**src/rtl/alu_arb_pkg.sv**
```systemverilog
// Shared definitions for the two-requester ALU arbiter: FSM states and ALU opcodes.
package alu_arb_pkg;

    typedef enum logic [1:0] {
        ST_IDLE    = 2'd0,
        ST_ISSUE   = 2'd1,
        ST_CAPTURE = 2'd2,
        ST_RESPOND = 2'd3
    } arb_state_t;

    localparam logic [2:0] OP_ADD = 3'b000;
    localparam logic [2:0] OP_SUB = 3'b001;
    localparam logic [2:0] OP_INC = 3'b010;
    localparam logic [2:0] OP_DEC = 3'b011;
    localparam logic [2:0] OP_AND = 3'b100;
    localparam logic [2:0] OP_OR  = 3'b101;
    localparam logic [2:0] OP_XOR = 3'b110;
    localparam logic [2:0] OP_CMP = 3'b111;

endpackage

```
**src/rtl/rr_arb2.sv**
```systemverilog
// Two-way grant logic. ALU_ARB_RR_EN selects round-robin; otherwise fixed priority to requester 0.
module rr_arb2 (
    input  logic       clk,
    input  logic       rst_n,
    input  logic [1:0] req,
    input  logic       update,
    output logic [1:0] gnt
);

`ifdef ALU_ARB_RR_EN
    // prio_p0 high means requester 1 wins the next tie
    logic prio_p0;

    always_ff @(posedge clk or negedge rst_n) begin
        if (!rst_n) begin
            prio_p0 <= 1'b0;
        end else if (update) begin
            prio_p0 <= gnt[0];
        end
    end

    always_comb begin
        gnt = req;
        if (req == 2'b11) begin
            gnt = prio_p0 ? 2'b10 : 2'b01;
        end
    end
`else
    logic unused_ok;
    assign unused_ok = &{1'b0, clk, rst_n, update};

    always_comb begin
        gnt = {req[1] & ~req[0], req[0]};
    end
`endif

endmodule

```
**src/rtl/alu_arbiter.sv**
```systemverilog
// Shares one registered ALU between two requesters, one transaction in flight at a time.
// Arbitration policy set by macro ALU_ARB_RR_EN (round-robin when defined, fixed priority otherwise).
module alu_arbiter
    import alu_arb_pkg::*;
#(
    parameter int N = 8
) (
    input  logic         clk,
    input  logic         rst_n,
    input  logic         req0_valid,
    output logic         req0_ready,
    input  logic [2:0]   req0_mode,
    input  logic [N-1:0] req0_a,
    input  logic [N-1:0] req0_b,
    input  logic         req1_valid,
    output logic         req1_ready,
    input  logic [2:0]   req1_mode,
    input  logic [N-1:0] req1_a,
    input  logic [N-1:0] req1_b,
    output logic         rsp0_valid,
    input  logic         rsp0_ready,
    output logic [N-1:0] rsp0_data,
    output logic         rsp0_zero,
    output logic         rsp0_carry,
    output logic         rsp1_valid,
    input  logic         rsp1_ready,
    output logic [N-1:0] rsp1_data,
    output logic         rsp1_zero,
    output logic         rsp1_carry,
    output logic         alu_enable,
    output logic [2:0]   alu_mode,
    output logic [N-1:0] alu_a,
    output logic [N-1:0] alu_b,
    input  logic [N-1:0] alu_out,
    input  logic         alu_zero,
    input  logic         alu_carry,
    output logic         busy
);

    arb_state_t   state, state_nxt;
    logic [1:0]   req_vec;
    logic [1:0]   gnt;
    logic         accept;
    logic         rsp_fire;

    logic         gnt_idx_p0;
    logic [2:0]   op_mode_p0;
    logic [N-1:0] op_a_p0;
    logic [N-1:0] op_b_p0;
    logic [N-1:0] rsp_data_p1;
    logic         rsp_zero_p1;
    logic         rsp_carry_p1;

    assign req_vec = {req1_valid, req0_valid} & {2{state == ST_IDLE}};
    assign accept  = |gnt;

    rr_arb2 u_arb (
        .clk    (clk),
        .rst_n  (rst_n),
        .req    (req_vec),
        .update (accept),
        .gnt    (gnt)
    );

    always_ff @(posedge clk or negedge rst_n) begin
        if (!rst_n) begin
            state <= ST_IDLE;
        end else begin
            state <= state_nxt;
        end
    end

    always_comb begin
        state_nxt  = state;
        req0_ready = gnt[0];
        req1_ready = gnt[1];
        alu_enable = 1'b0;
        rsp0_valid = 1'b0;
        rsp1_valid = 1'b0;
        busy       = (state != ST_IDLE);
        rsp_fire   = gnt_idx_p0 ? rsp1_ready : rsp0_ready;
        unique case (state)
            ST_IDLE:    if (accept) state_nxt = ST_ISSUE;
            ST_ISSUE: begin
                alu_enable = 1'b1;
                state_nxt  = ST_CAPTURE;
            end
            ST_CAPTURE: state_nxt = ST_RESPOND;
            ST_RESPOND: begin
                rsp0_valid = ~gnt_idx_p0;
                rsp1_valid = gnt_idx_p0;
                if (rsp_fire) state_nxt = ST_IDLE;
            end
            default:    state_nxt = ST_IDLE;
        endcase
    end

    // Stage p0: operation latched on accept, held on the ALU bus until the next accept
    always_ff @(posedge clk or negedge rst_n) begin
        if (!rst_n) begin
            gnt_idx_p0 <= 1'b0;
            op_mode_p0 <= 3'b000;
            op_a_p0    <= '0;
            op_b_p0    <= '0;
        end else if (accept) begin
            gnt_idx_p0 <= gnt[1];
            op_mode_p0 <= gnt[1] ? req1_mode : req0_mode;
            op_a_p0    <= gnt[1] ? req1_a    : req0_a;
            op_b_p0    <= gnt[1] ? req1_b    : req0_b;
        end
    end

    // Stage p1: ALU result captured the cycle after issue
    always_ff @(posedge clk or negedge rst_n) begin
        if (!rst_n) begin
            rsp_data_p1  <= '0;
            rsp_zero_p1  <= 1'b0;
            rsp_carry_p1 <= 1'b0;
        end else if (state == ST_CAPTURE) begin
            rsp_data_p1  <= alu_out;
            rsp_zero_p1  <= alu_zero;
            rsp_carry_p1 <= alu_carry;
        end
    end

    assign alu_mode   = op_mode_p0;
    assign alu_a      = op_a_p0;
    assign alu_b      = op_b_p0;
    assign rsp0_data  = rsp_data_p1;
    assign rsp0_zero  = rsp_zero_p1;
    assign rsp0_carry = rsp_carry_p1;
    assign rsp1_data  = rsp_data_p1;
    assign rsp1_zero  = rsp_zero_p1;
    assign rsp1_carry = rsp_carry_p1;

endmodule

```
**config.mk**
```make
export PLATFORM = sky130hd
export DESIGN_NAME = alu_arbiter
export DESIGN_NICKNAME = d
export VERILOG_FILES = /design/src/rtl/alu_arb_pkg.sv /design/src/rtl/rr_arb2.sv /design/src/rtl/alu_arbiter.sv
export SDC_FILE = /design/constraint.sdc
export NUM_CORES = 1
export LEC_CHECK = 0
export BUFFER_PORTS_ARGS = -buffer_cell sky130_fd_sc_hd__buf_2
export CAP_MARGIN = 20
export CORE_MARGIN = 2
export CORE_UTILIZATION = 39
export CTS_CLUSTER_SIZE = 16
export DETAILED_ROUTE_END_ITERATION = 8
export GPL_ROUTABILITY_DRIVEN = 0
export PLACE_DENSITY = 0.76
export SYNTH_ARGS = -nofsm -noshare
export SYNTH_HDL_FRONTEND = slang
export SYNTH_SLANG_ARGS = --single-unit
```
**constraint.sdc**
```tcl
create_clock -name clk -period 1.5 [get_ports clk]
set_input_delay 0.225 -clock clk [delete_from_list [all_inputs] [get_ports clk]]
set_output_delay 0.225 -clock clk [all_outputs]
set_load 0.01 [all_outputs]
```
==> results of run 1 <==
-- power by group through the flow --
stage | logic (mW) | clock network (mW) | registers, mW
2_1_floorplan | 1.22 | 0 | 1.73
4_1_cts | 2.31 | 0.705 | 1.54
6_report | 2.37 | 0.677 | 1.54
5_1_grt | 2.60 | 0.741 | 1.60
3_5_place_dp | 2.10 | 0 | 1.56
3_3_place_gp | 2.03 | 0 | 1.53
-- what timing repair did --
item	in CTS	in global routing
pin swaps	2	1
hold endpoints to repair	0	0
gates cloned	0	0
endpoints found under the setup margin	6	16
gates resized for setup	8	4
buffers inserted	6	1
-- path summary, 6_finish.rpt --
check / startpoint / end
min in group clk: alu_out[6] / rsp0_data[6]
hold / removal: rst_n / alu_a[5]
max in group asynchronous: rst_n / alu_a[2]
hold reg to reg: alu_a[1] / alu_a[1]
setup reg to reg: state[1] / state[1]
setup / recovery: state[1] / state[1]
-- per-stage QoR --
step / worst slack [ps] / setup TNS [ps] / hold slack [ps]
2_1_floorplan: 39.5 / 0 / -70.6
3_3_place_gp: 77.1 / 0 / 310
3_5_place_dp: 6.56 / 0 / 323
4_1_cts: 4.05 / 0 / 13.7
5_1_grt: -83.1 / -280 / 52.5
6_report: 0.597 / 0 / 0.585
-- critical path, cell delays in order (launching register included) --
cell                      delay (ps)
sky130_fd_sc_hd__dfrtp_1         390
sky130_fd_sc_hd__inv_2            70
sky130_fd_sc_hd__ha_4            180
sky130_fd_sc_hd__buf_4           140
sky130_fd_sc_hd__nor3b_2         150
sky130_fd_sc_hd__a21oi_2         150
sky130_fd_sc_hd__mux2_4          310
-- routing by layer --
layer  wire [um]  GRT usage [%]  vias up
li1            -              -      732
met1        1700           20.5      666
met2        1860           28.1       62
met3         334           5.96        4
met4          22           3.85        0
met5           0              0        -
-- cell type report --
class | count | area (um^2)
sequential | 32 | 801
multi-input combinational | 104 | 754
clock inverter | 2 | 10.0
clock buffer | 6 | 82.6
fill | 393 | 1770
tap | 50 | 62.6
inverter | 3 | 13.8
timing repair buffer | 110 | 593
-- sequential cells by signal, summed over array words and instances (netlist names) --
name,count
state,2
rsp0_data,8
rsp0_zero,1
gnt_idx_p0,1
alu_a,8
alu_mode,3
rsp0_carry,1
alu_b,8
-- cells by family after synthesis --
family / count (synthesis)
AO/OA/AOI/OAI: 42
adder cells (fa/ha/maj): 4
buffers and inverters: 23
flip-flops: 32
multiplexers: 12
AND/OR/NAND/NOR: 46
-- cells in the final DEF, fill, tap and decap left out, drive strengths merged, types with 2 or more instances in the layout --
cell and instances:
and3b 19, o21ai 20, nor3b 2, nand2 20, inv 3, clkinv 2, and2 2, dfrtp 32
nor2 2, clkbuf 6, mux2 11, a21oi 21, buf 110, ha 4
==> impl_metrics.prom, run 1 <==
# TYPE chip_impl_metric gauge
chip_impl_metric{name="grt_max_degree",unit=""} 33
chip_impl_metric{name="route.vias.total",unit=""} 1464
chip_impl_metric{name="net-switching-power",unit="mW"} 1.75
chip_impl_info{name="yosysTopAreaCell",value="sky130_fd_sc_hd__dfrtp_1"} 1
chip_impl_metric{name="synth.ff_latch_count",unit=""} 32
chip_impl_metric{name="netlist-cell-type-count",unit=""} 27
chip_impl_metric{name="clk-insertion-delay-late",unit="ps"} 280
chip_impl_info{name="synth_common_cells",value="sky130_fd_sc_hd__dfrtp_1, sky130_fd_sc_hd__nand2_1, sky130_fd_sc_hd__o21ai_1"} 1
chip_impl_metric{name="antenna_violations_before_repair",unit=""} 0
chip_impl_metric{name="crit_path_max_fanout",unit=""} 5
chip_impl_metric{name="detailedRoute.firstIterationViolations",unit=""} 61
chip_impl_metric{name="floorplan.die.height",unit="um"} 69.8
chip_impl_info{name="cts_tree",value="yes"} 1
chip_impl_metric{name="worst_ep_arrival_time",unit="ps"} 1660
chip_impl_metric{name="final_core_occ",unit="%"} 56.7
chip_impl_metric{name="fin_crit_sh",unit="%"} 100
chip_impl_metric{name="die_area",unit="um^2"} 4870
chip_impl_metric{name="synth_compound_area_share",unit="%"} 14.0
chip_impl_metric{name="cell_internal_pwr",unit="mW"} 2.84
chip_impl_metric{name="synth_simple_gate_area_share",unit="%"} 17.3
chip_impl_metric{name="top_level_i_o_count",unit=""} 99
chip_impl_info{name="cp-end-kind",value="flop"} 1
chip_impl_metric{name="globalRouteOverflowTotal",unit=""} 0
chip_impl_metric{name="start_util",unit="%"} 41.3
chip_impl_metric{name="power_switching_share",unit="%"} 38.1
chip_impl_metric{name="post_synth_fa_ha_maj_area_fraction",unit="%"} 2.97
chip_impl_info{name="post_synth_main_area_contributors",value="sky130_fd_sc_hd__dfrtp_1, sky130_fd_sc_hd__and3b_1, sky130_fd_sc_hd__mux2_2, sky130_fd_sc_hd__o21ai_1, sky130_fd_sc_hd__a21oi_1"} 1
chip_impl_metric{name="cts-htree-levels",unit=""} 2
chip_impl_metric{name="vias_per_cell",unit=""} 4.77
chip_impl_info{name="synth_top_family_by_area",value="simple AND/OR/NAND/NOR gates"} 1
chip_impl_metric{name="remaining_drc_errors",unit=""} 0
chip_impl_metric{name="fin_crit",unit="ps"} 1500
chip_impl_metric{name="relSlewSlack",unit="%"} 52.1
chip_impl_metric{name="achievable_frequency",unit="GHz"} 0.667
chip_impl_metric{name="post_synth_xor_area_fraction",unit="%"} 0
chip_impl_metric{name="areaGrowthSynthToFinish",unit="%"} 37.4
chip_impl_metric{name="power_density",unit="nW/um^2"} 1980
chip_impl_metric{name="clk_pin_slew",unit="ps"} 70
chip_impl_metric{name="tritoncts_buffer_count",unit=""} 5
chip_impl_metric{name="p_leak",unit="nW"} 1.25
chip_impl_metric{name="max_slew.worst_pin.slew",unit="ps"} 719
chip_impl_metric{name="max-clock-path-buffers",unit=""} 2
chip_impl_metric{name="synthesis.area_per_instance",unit="um^2"} 10.6
chip_impl_metric{name="clock_power_share",unit="%"} 14.8
chip_impl_info{name="ys_dominant_reg_cell",value="sky130_fd_sc_hd__dfrtp_1"} 1
chip_impl_metric{name="numClockSinks",unit=""} 32
chip_impl_metric{name="yosys_warnings",unit=""} 0
chip_impl_info{name="critPathKind",value="flop to flop"} 1
chip_impl_metric{name="drv_cap",unit=""} 0
chip_impl_metric{name="hpwlAfterDp",unit="mm"} 2.79
chip_impl_metric{name="syn-num-nets",unit=""} 217
chip_impl_metric{name="finish.net_count",unit=""} 314
chip_impl_metric{name="floorplan.core_area",unit="um^2"} 4090
chip_impl_metric{name="drt_pass1_iterations",unit=""} 4
chip_impl_metric{name="fraction_of_final_layout_cells_with_drive_strength_greater_than_1",unit="%"} 56.4
chip_impl_metric{name="wire_length_of_the_first_global_routing_pass",unit="mm"} 6.62
chip_impl_metric{name="cts_hold_bufs",unit=""} 0
chip_impl_metric{name="finish.instance_area",unit="um^2"} 2320
chip_impl_metric{name="vdd_drop_max",unit="mV"} 0.835
chip_impl_metric{name="syn_inst",unit=""} 159
chip_impl_metric{name="synth_seq_area_share",unit="%"} 47.5
chip_impl_metric{name="fp-row-count",unit=""} 23
chip_impl_metric{name="critical_path_required",unit="ps"} 1660
chip_impl_metric{name="setup.reg_to_reg.worst_slack",unit="ps"} 0.6
chip_impl_metric{name="vias_in_the_first_global_route",unit=""} 1432
chip_impl_metric{name="worst-r2r-cell-count",unit=""} 6
chip_impl_info{name="timing.critical_path.from_type",value="flop"} 1
chip_impl_metric{name="timing_max_transition_violations_final",unit=""} 0
chip_impl_info{name="clk_root_buffer_cell",value="sky130_fd_sc_hd__clkbuf_8"} 1
chip_impl_metric{name="finClkSkew",unit="ps"} 5.88
chip_impl_metric{name="share_comb_of_total_power",unit="%"} 51.6
chip_impl_metric{name="post_place_cell_area",unit="um^2"} 2120
chip_impl_metric{name="place.detailed.instances",unit=""} 292
chip_impl_info{name="min_path_type",value="input pin to async pin"} 1
chip_impl_metric{name="routed_wl",unit="mm"} 3.92
chip_impl_metric{name="netlist_area",unit="um^2"} 1690
chip_impl_metric{name="antenna_left",unit=""} 0
chip_impl_metric{name="wl_per_cell",unit="um"} 12.8
chip_impl_metric{name="count_of_flip_flops_with_a_built_in_enable_after_synthesis",unit=""} 0
chip_impl_metric{name="antennaDiodeCount",unit=""} 0
chip_impl_metric{name="finalSetupViolations",unit=""} 0
chip_impl_info{name="rsz0062_at_grt",value="true"} 1
chip_impl_metric{name="synth.mux.area_fraction",unit="%"} 8.16
chip_impl_metric{name="fin_cells",unit=""} 307
chip_impl_metric{name="register_share_of_total_power",unit="%"} 33.6
chip_impl_metric{name="synth_top_area_share",unit="%"} 47.5
chip_impl_info{name="synth_most_common_cell",value="sky130_fd_sc_hd__dfrtp_1"} 1
chip_impl_metric{name="dieWidth",unit="um"} 69.8
chip_impl_info{name="run_status",value="complete, no violations"} 1
chip_impl_metric{name="grt_usage",unit="%"} 16.7
chip_impl_metric{name="final_hold_viol_count",unit=""} 0
chip_impl_metric{name="p_total",unit="mW"} 4.58
chip_impl_metric{name="ys_async_sr_fraction",unit="%"} 100
chip_impl_metric{name="buffer_ports.inserted",unit=""} 98
Note: power is estimated with default switching activity, not from simulation.
==> run 2: changes to the inputs <==
- CORE_MARGIN: 2 -> unset
==> run 2 against run 1 <==
  * The run now ends with setup timing left
  * Fmax fell by 2.6%
  * Register-to-register slack improved by 60 ps
  * Routed wire length fell by 3.8%
  * Cell area fell by 0.92%
  * Clock-buffer cell count rose by 2
  * Critical path depth fell by 1
  * Sequential power barely moved
  * Via count fell by 2.0%
  * Worst hold slack improved by 170 ps
  * Critical path type is now flop to output port
  * Critical endpoint is now req1_ready
  * Highest routed layer unchanged
==> impl_metrics.prom, run 2 (synthesized netlist as in run 1, its figures left out) <==
# TYPE chip_impl_metric gauge
chip_impl_metric{name="finish.instance_area",unit="um^2"} 2300
chip_impl_metric{name="vias_per_cell",unit=""} 4.70
chip_impl_metric{name="relSlewSlack",unit="%"} 65.0
chip_impl_metric{name="num-fill-cells",unit=""} 404
chip_impl_metric{name="antenna_left",unit=""} 0
chip_impl_metric{name="numClockSinks",unit=""} 32
chip_impl_metric{name="pre_cts_ws",unit="ps"} -24.7
chip_impl_metric{name="cts-htree-levels",unit=""} 2
chip_impl_metric{name="vias_in_the_first_global_route",unit=""} 1373
chip_impl_metric{name="top_level_i_o_count",unit=""} 99
chip_impl_info{name="run_status",value="finished, violations left"} 1
chip_impl_metric{name="achievable_frequency",unit="GHz"} 0.649
chip_impl_metric{name="floorplan.die.height",unit="um"} 67.8
chip_impl_metric{name="max-clock-path-buffers",unit=""} 2
chip_impl_metric{name="fin_crit",unit="ps"} 1540
chip_impl_metric{name="drv_cap",unit=""} 0
chip_impl_info{name="most-common-layout-cells",value="sky130_fd_sc_hd__buf_2, sky130_fd_sc_hd__dfrtp_1, sky130_fd_sc_hd__nand2_1"} 1
chip_impl_metric{name="dieWidth",unit="um"} 67.8
chip_impl_metric{name="routed_wl",unit="mm"} 3.77
chip_impl_metric{name="grt_usage",unit="%"} 18.0
chip_impl_metric{name="antenna_violations_before_repair",unit=""} 0
chip_impl_metric{name="fin_ws",unit="ps"} -40.2
chip_impl_metric{name="post_place_cell_area",unit="um^2"} 2120
chip_impl_metric{name="buffer_ports.inserted",unit=""} 98
chip_impl_metric{name="antennaDiodeCount",unit=""} 0
chip_impl_metric{name="remaining_drc_errors",unit=""} 0
chip_impl_metric{name="detailedRoute.firstIterationViolations",unit=""} 25
chip_impl_metric{name="hold_slack",unit="ps"} 174
chip_impl_metric{name="grt_max_degree",unit=""} 28
chip_impl_metric{name="worst_ep_arrival_time",unit="ps"} 1320
chip_impl_metric{name="max_slew.worst_pin.slew",unit="ps"} 523
chip_impl_metric{name="finClkSkew",unit="ps"} 2.98
chip_impl_metric{name="wl_per_cell",unit="um"} 12.3
chip_impl_metric{name="tritoncts_buffer_count",unit=""} 5
chip_impl_metric{name="areaGrowthSynthToFinish",unit="%"} 36.1
chip_impl_info{name="critPathKind",value="flop to output port"} 1
chip_impl_metric{name="finish.net_count",unit=""} 312
chip_impl_metric{name="drt_pass1_iterations",unit=""} 4
chip_impl_info{name="cts_tree",value="yes"} 1
chip_impl_metric{name="clk-insertion-delay-late",unit="ps"} 280
chip_impl_info{name="rsz0062_at_grt",value="true"} 1
chip_impl_info{name="cp-end-kind",value="output port"} 1
chip_impl_metric{name="wire_length_of_the_first_global_routing_pass",unit="mm"} 5.91
chip_impl_metric{name="power_density",unit="nW/um^2"} 1940
chip_impl_metric{name="die_area",unit="um^2"} 4590
chip_impl_metric{name="route.vias.total",unit=""} 1434
chip_impl_metric{name="fin_crit_sh",unit="%"} 103
chip_impl_metric{name="fraction_of_final_layout_cells_with_drive_strength_greater_than_1",unit="%"} 54.1
chip_impl_metric{name="timing_max_transition_violations_final",unit=""} 0
chip_impl_metric{name="critical_path_required",unit="ps"} 1270
chip_impl_info{name="timing.critical_path.from_type",value="flop"} 1
chip_impl_metric{name="p_leak",unit="nW"} 1.24
chip_impl_metric{name="vdd_drop_max",unit="mV"} 0.768
chip_impl_info{name="min_path_type",value="input pin to flop"} 1
chip_impl_metric{name="globalRouteOverflowTotal",unit=""} 0
chip_impl_metric{name="clk_pin_slew",unit="ps"} 60
chip_impl_metric{name="place.detailed.instances",unit=""} 292
chip_impl_metric{name="floorplan.core_area",unit="um^2"} 4090
chip_impl_metric{name="hpwlAfterDp",unit="mm"} 2.83
chip_impl_info{name="violated_checks",value="setup timing"} 1
chip_impl_metric{name="crit_path_max_fanout",unit=""} 6
chip_impl_metric{name="finalSetupViolations",unit=""} 1
chip_impl_metric{name="fp-row-count",unit=""} 23
chip_impl_metric{name="final_hold_viol_count",unit=""} 0
chip_impl_metric{name="start_util",unit="%"} 41.3
chip_impl_info{name="clk_root_buffer_cell",value="sky130_fd_sc_hd__clkbuf_8"} 1
chip_impl_info{name="layout.cells.most_common",value="sky130_fd_sc_hd__buf_2"} 1
chip_impl_metric{name="fin_cells",unit=""} 305
-- run 2: area by class of cell --
| class | count | area, um^2 | share of cell area [%] |
|---|---|---|---|
| tap | 50 | 62.6 | 2.72 |
| inverter | 3 | 16.3 | 0.708 |
| timing repair buffer | 108 | 581 | 25.3 |
| sequential | 32 | 801 | 34.9 |
| multi-input combinational | 104 | 746 | 32.5 |
| clock buffer | 8 | 90.1 | 3.92 |
-- run 2: what timing repair did --
action | CTS | global route
buffers inserted | 3 | 1
hold endpoints to repair | 21 | 0
hold buffers | 1 | 0
resized for setup | 9 | 2
endpoints found under the setup margin | 5 | 15
pin swaps | 2 | 1
-- run 2: power by group --
part	leakage [nW]	switching, mW	internal, mW
logic	0.804	1.14	1.11
clock network	0.0455	0.286	0.373
registers	0.389	0.251	1.29
-- run 2: stage by stage --
step | TNS, ps | util [%] | power [mW]
detailed placement | -26.2 | 52.0 | 3.63
finish | -40.2 | 56.2 | 4.46
global route | -300 | 56.2 | 4.85
CTS | -53.8 | 55.7 | 4.47
global placement | 0 | 52.0 | 3.54
floorplan | 0 | - | 2.96
-- run 2: path summary, 6_finish.rpt --
| kind | end | from | slack, ps | cells past startpoint |
|---|---|---|---|---|
| min | rsp0_data[0] | alu_out[0] | 170 | 2 |
| min reg2reg | alu_b[7] | alu_b[7] | 480 | 2 |
| max reg2reg | state[1] | state[0] | 60 | 5 |
| max in group asynchronous | alu_b[4] | rst_n | 530 | 3 |
| min in group asynchronous | alu_mode[0] | rst_n | 440 | 2 |
| max | req1_ready | state[0] | -40 | 5 |
-- run 2: per-layer routing --
metal | wire (um) | global-route usage [%] | up-vias
li1 | - | - | 728
met1 | 1630 | 20.0 | 642
met2 | 1820 | 30.8 | 62
met3 | 296 | 6.93 | 2
met4 | 25 | 6.38 | 0
met5 | 0 | 0 | -
-- run 2: worst max-delay path, stage by stage, from the launching register on --
cell and delay, ps:
sky130_fd_sc_hd__dfrtp_1 420, sky130_fd_sc_hd__inv_2 100, sky130_fd_sc_hd__ha_4 180, sky130_fd_sc_hd__inv_6 40, sky130_fd_sc_hd__nor3b_2 140, sky130_fd_sc_hd__buf_2 150
==> run 3: changes to the inputs <==
- CORE_UTILIZATION: 39 -> 38
- SYNTH_HIERARCHICAL: unset -> 1
==> run 3 against run 2 <==
  * Register-to-register slack got worse by 220 ps
  * The flow still finishes with violations (setup timing)
  * Clock skew barely moved
  * Sequential power barely moved
  * Cell area rose by 5.8%
  * Critical path depth rose by 2
  * Combinational power rose by 29%
==> impl_metrics.prom, run 3 <==
# TYPE chip_impl_metric gauge
chip_impl_info{name="yosysTopAreaCell",value="sky130_fd_sc_hd__dfrtp_1"} 1
chip_impl_info{name="ys_dominant_reg_cell",value="sky130_fd_sc_hd__dfrtp_1"} 1
chip_impl_metric{name="finish.net_count",unit=""} 304
chip_impl_metric{name="drt_pass1_iterations",unit=""} 4
chip_impl_metric{name="fin_crit_sh",unit="%"} 110
chip_impl_metric{name="top_level_i_o_count",unit=""} 99
chip_impl_info{name="cp-end-kind",value="flop"} 1
chip_impl_metric{name="netlist-cell-type-count",unit=""} 19
chip_impl_metric{name="detailedRoute.firstIterationViolations",unit=""} 46
chip_impl_metric{name="synthesis.area_per_instance",unit="um^2"} 11.3
chip_impl_info{name="post_synth_main_area_contributors",value="sky130_fd_sc_hd__dfrtp_1, sky130_fd_sc_hd__mux2i_1, sky130_fd_sc_hd__mux2_2, sky130_fd_sc_hd__o21ai_1, sky130_fd_sc_hd__buf_4"} 1
chip_impl_info{name="cpLargestDelayFamily",value="simple AND/OR/NAND/NOR gates"} 1
chip_impl_metric{name="netlist_area",unit="um^2"} 1560
chip_impl_metric{name="synth.ff_latch_count",unit=""} 32
chip_impl_metric{name="fp-row-count",unit=""} 22
chip_impl_info{name="clk_root_buffer_cell",value="sky130_fd_sc_hd__clkbuf_8"} 1
chip_impl_metric{name="tritoncts_buffer_count",unit=""} 5
chip_impl_info{name="synth_top_family_by_area",value="multiplexers"} 1
chip_impl_metric{name="cts-htree-levels",unit=""} 2
chip_impl_metric{name="finish.instance_area",unit="um^2"} 2430
chip_impl_metric{name="syn-num-nets",unit=""} 196
chip_impl_info{name="crit_slowest_cell",value="sky130_fd_sc_hd__dfrtp_1"} 1
chip_impl_metric{name="syn_inst",unit=""} 138
chip_impl_metric{name="synth_seq_area_share",unit="%"} 51.4
chip_impl_metric{name="clk_pin_slew",unit="ps"} 60
chip_impl_metric{name="antenna_left",unit=""} 0
chip_impl_metric{name="hpwlAfterDp",unit="mm"} 2.57
chip_impl_metric{name="power_density",unit="nW/um^2"} 2120
chip_impl_metric{name="critical_path.n_buffers_inverters",unit=""} 1
chip_impl_metric{name="die_area",unit="um^2"} 4360
chip_impl_metric{name="route.vias.total",unit=""} 1352
chip_impl_metric{name="fraction_of_final_layout_cells_with_drive_strength_greater_than_1",unit="%"} 60.7
chip_impl_metric{name="vdd_drop_max",unit="mV"} 1.10
chip_impl_metric{name="count_of_flip_flops_with_a_built_in_enable_after_synthesis",unit=""} 0
chip_impl_metric{name="post_synth_fa_ha_maj_area_fraction",unit="%"} 3.21
chip_impl_info{name="violated_checks",value="setup timing"} 1
chip_impl_metric{name="drv_cap",unit=""} 0
chip_impl_metric{name="vias_in_the_first_global_route",unit=""} 1284
chip_impl_metric{name="synth_top_area_share",unit="%"} 51.4
chip_impl_metric{name="fin_ws",unit="ps"} -156
chip_impl_metric{name="synth_simple_gate_area_share",unit="%"} 7.95
chip_impl_metric{name="finalSetupViolations",unit=""} 4
chip_impl_info{name="rsz0062_at_grt",value="true"} 1
chip_impl_metric{name="post_place_cell_area",unit="um^2"} 2100
chip_impl_metric{name="max_slew.worst_pin.slew",unit="ps"} 268
chip_impl_metric{name="grt_usage",unit="%"} 18.3
chip_impl_info{name="cts_tree",value="yes"} 1
chip_impl_metric{name="crit_path_max_fanout",unit=""} 3
chip_impl_metric{name="critical-path-max-stage-delay",unit="ps"} 400
chip_impl_info{name="timing.critical_path.from_type",value="flop"} 1
chip_impl_info{name="min_path_type",value="input pin to flop"} 1
chip_impl_metric{name="max-clock-path-buffers",unit=""} 2
chip_impl_info{name="synth_most_common_cell",value="sky130_fd_sc_hd__dfrtp_1"} 1
chip_impl_metric{name="p_total",unit="mW"} 5.16
chip_impl_info{name="critPathKind",value="flop to flop"} 1
chip_impl_metric{name="timing_max_transition_violations_final",unit=""} 0
chip_impl_metric{name="grt_max_degree",unit=""} 33
chip_impl_metric{name="ys_async_sr_fraction",unit="%"} 100
chip_impl_metric{name="areaGrowthSynthToFinish",unit="%"} 55.8
chip_impl_metric{name="synth_compound_area_share",unit="%"} 8.11
chip_impl_metric{name="antennaDiodeCount",unit=""} 0
chip_impl_metric{name="fin_crit",unit="ps"} 1660
chip_impl_metric{name="globalRouteOverflowTotal",unit=""} 0
chip_impl_metric{name="floorplan.die.height",unit="um"} 66.1
chip_impl_metric{name="remaining_drc_errors",unit=""} 0
chip_impl_metric{name="start_util",unit="%"} 41.0
chip_impl_metric{name="yosys_warnings",unit=""} 6
chip_impl_info{name="most-common-layout-cells",value="sky130_fd_sc_hd__buf_2, sky130_fd_sc_hd__dfrtp_1, sky130_fd_sc_hd__nand2_1"} 1
chip_impl_info{name="run_status",value="finished, violations left"} 1
chip_impl_info{name="synth_common_cells",value="sky130_fd_sc_hd__dfrtp_1, sky130_fd_sc_hd__mux2i_1, sky130_fd_sc_hd__nand2_1"} 1
chip_impl_metric{name="final_hold_viol_count",unit=""} 0
chip_impl_metric{name="relSlewSlack",unit="%"} 81.6
chip_impl_metric{name="finClkSkew",unit="ps"} 2.78
chip_impl_metric{name="p_leak",unit="nW"} 1.20
chip_impl_metric{name="wire_length_of_the_first_global_routing_pass",unit="mm"} 5.77
chip_impl_metric{name="dieWidth",unit="um"} 66.1
chip_impl_metric{name="antenna_violations_before_repair",unit=""} 0
chip_impl_metric{name="synth.mux.area_fraction",unit="%"} 21.0
chip_impl_metric{name="worst_ep_arrival_time",unit="ps"} 1820
chip_impl_info{name="path_cells",value="inv_2 > ha_4 > and2_4 > nor2b_4 > or2_1 > a2bb2oi_2 > mux2_4"} 1
chip_impl_metric{name="floorplan.core_area",unit="um^2"} 3800
chip_impl_metric{name="numClockSinks",unit=""} 32
chip_impl_metric{name="wl_per_cell",unit="um"} 12.9
chip_impl_metric{name="critical_path_required",unit="ps"} 1670
chip_impl_metric{name="post_synth_xor_area_fraction",unit="%"} 0
chip_impl_metric{name="achievable_frequency",unit="GHz"} 0.604
chip_impl_metric{name="buffer_ports.inserted",unit=""} 98
chip_impl_info{name="layout.cells.most_common",value="sky130_fd_sc_hd__buf_2"} 1
chip_impl_metric{name="clk-insertion-delay-late",unit="ps"} 280
chip_impl_metric{name="routed_wl",unit="mm"} 3.81
chip_impl_metric{name="vias_per_cell",unit=""} 4.58
run 3: logic make-up after synthesis:
family,after synthesis
buffers and inverters,22
muxes,31
DFF,32
adders and majority gates,4
and+or+nand+nor,27
AOI/OAI and AO/OA,22
run 3: final cells by class:
| cell class | instances | area (um^2) |
|---|---|---|
| Clock buffer | 8 | 90.1 |
| Tap cell | 48 | 60.1 |
| Inverter | 4 | 15.0 |
| Multi-Input combinational cell | 84 | 704 |
| Fill cell | 322 | 1370 |
| Timing Repair Buffer | 119 | 758 |
| Sequential cell | 32 | 801 |
run 3: repair_timing:
item                       4_1_cts  5_1_grt
setup buffers                    8        2
pin swaps                        5        1
hold buffers                     1        0
gates cloned                     2        0
gates resized for setup         20       11
hold endpoints to repair        32        0
setup endpoints to repair       14       32
run 3: worst paths after layout:
check / start / to / slack (ps) / cells after the start
min in group asynchronous: rst_n / alu_b[3] / 420 / 3
hold / removal: req1_mode[2] / alu_mode[2] / 150 / 3
setup / recovery: state[1] / state[1] / -160 / 7
max in group asynchronous: rst_n / rsp0_data[5] / 900 / 3
setup reg to reg: state[1] / state[1] / -160 / 7
hold reg to reg: rsp0_data[4] / rsp0_data[4] / 520 / 1
run 3: worst reg2reg max path, cell delays in order (launching register included):
cell	delay, ps
sky130_fd_sc_hd__dfrtp_1	400
sky130_fd_sc_hd__inv_2	90
sky130_fd_sc_hd__ha_4	130
sky130_fd_sc_hd__and2_4	120
sky130_fd_sc_hd__nor2b_4	180
sky130_fd_sc_hd__or2_1	150
sky130_fd_sc_hd__a2bb2oi_2	180
sky130_fd_sc_hd__mux2_4	310
run 3: metal layers:
| metal | part of all wire [%] | track usage [%] |
|---|---|---|
| met3 | 7.6 | 6.55 |
| met2 | 50 | 32.4 |
| met1 | 41 | 20.8 |
| met4 | 1.1 | 4.79 |
| met5 | 0 | 0 |
run 3: power breakdown:
group	leakage (nW)	switching (mW)	internal [mW]
clock network	0.0455	0.291	0.373
registers	0.384	0.262	1.31
logic	0.771	1.33	1.59
run 3: stage by stage:
step                      std cells  TNS (ps)  setup WS, ps  hold WS [ps]  utilization [%]
final                           295      -398          -156           154             63.9
after global routing            295     -1340          -208           150             63.9
after CTS                       294      -241          -131           150             62.7
after detailed placement        276      -309          -155           193             55.3
after global placement          276      -167         -95.0           194             55.3
after floorplan                 138      -371          -158         -70.6                -
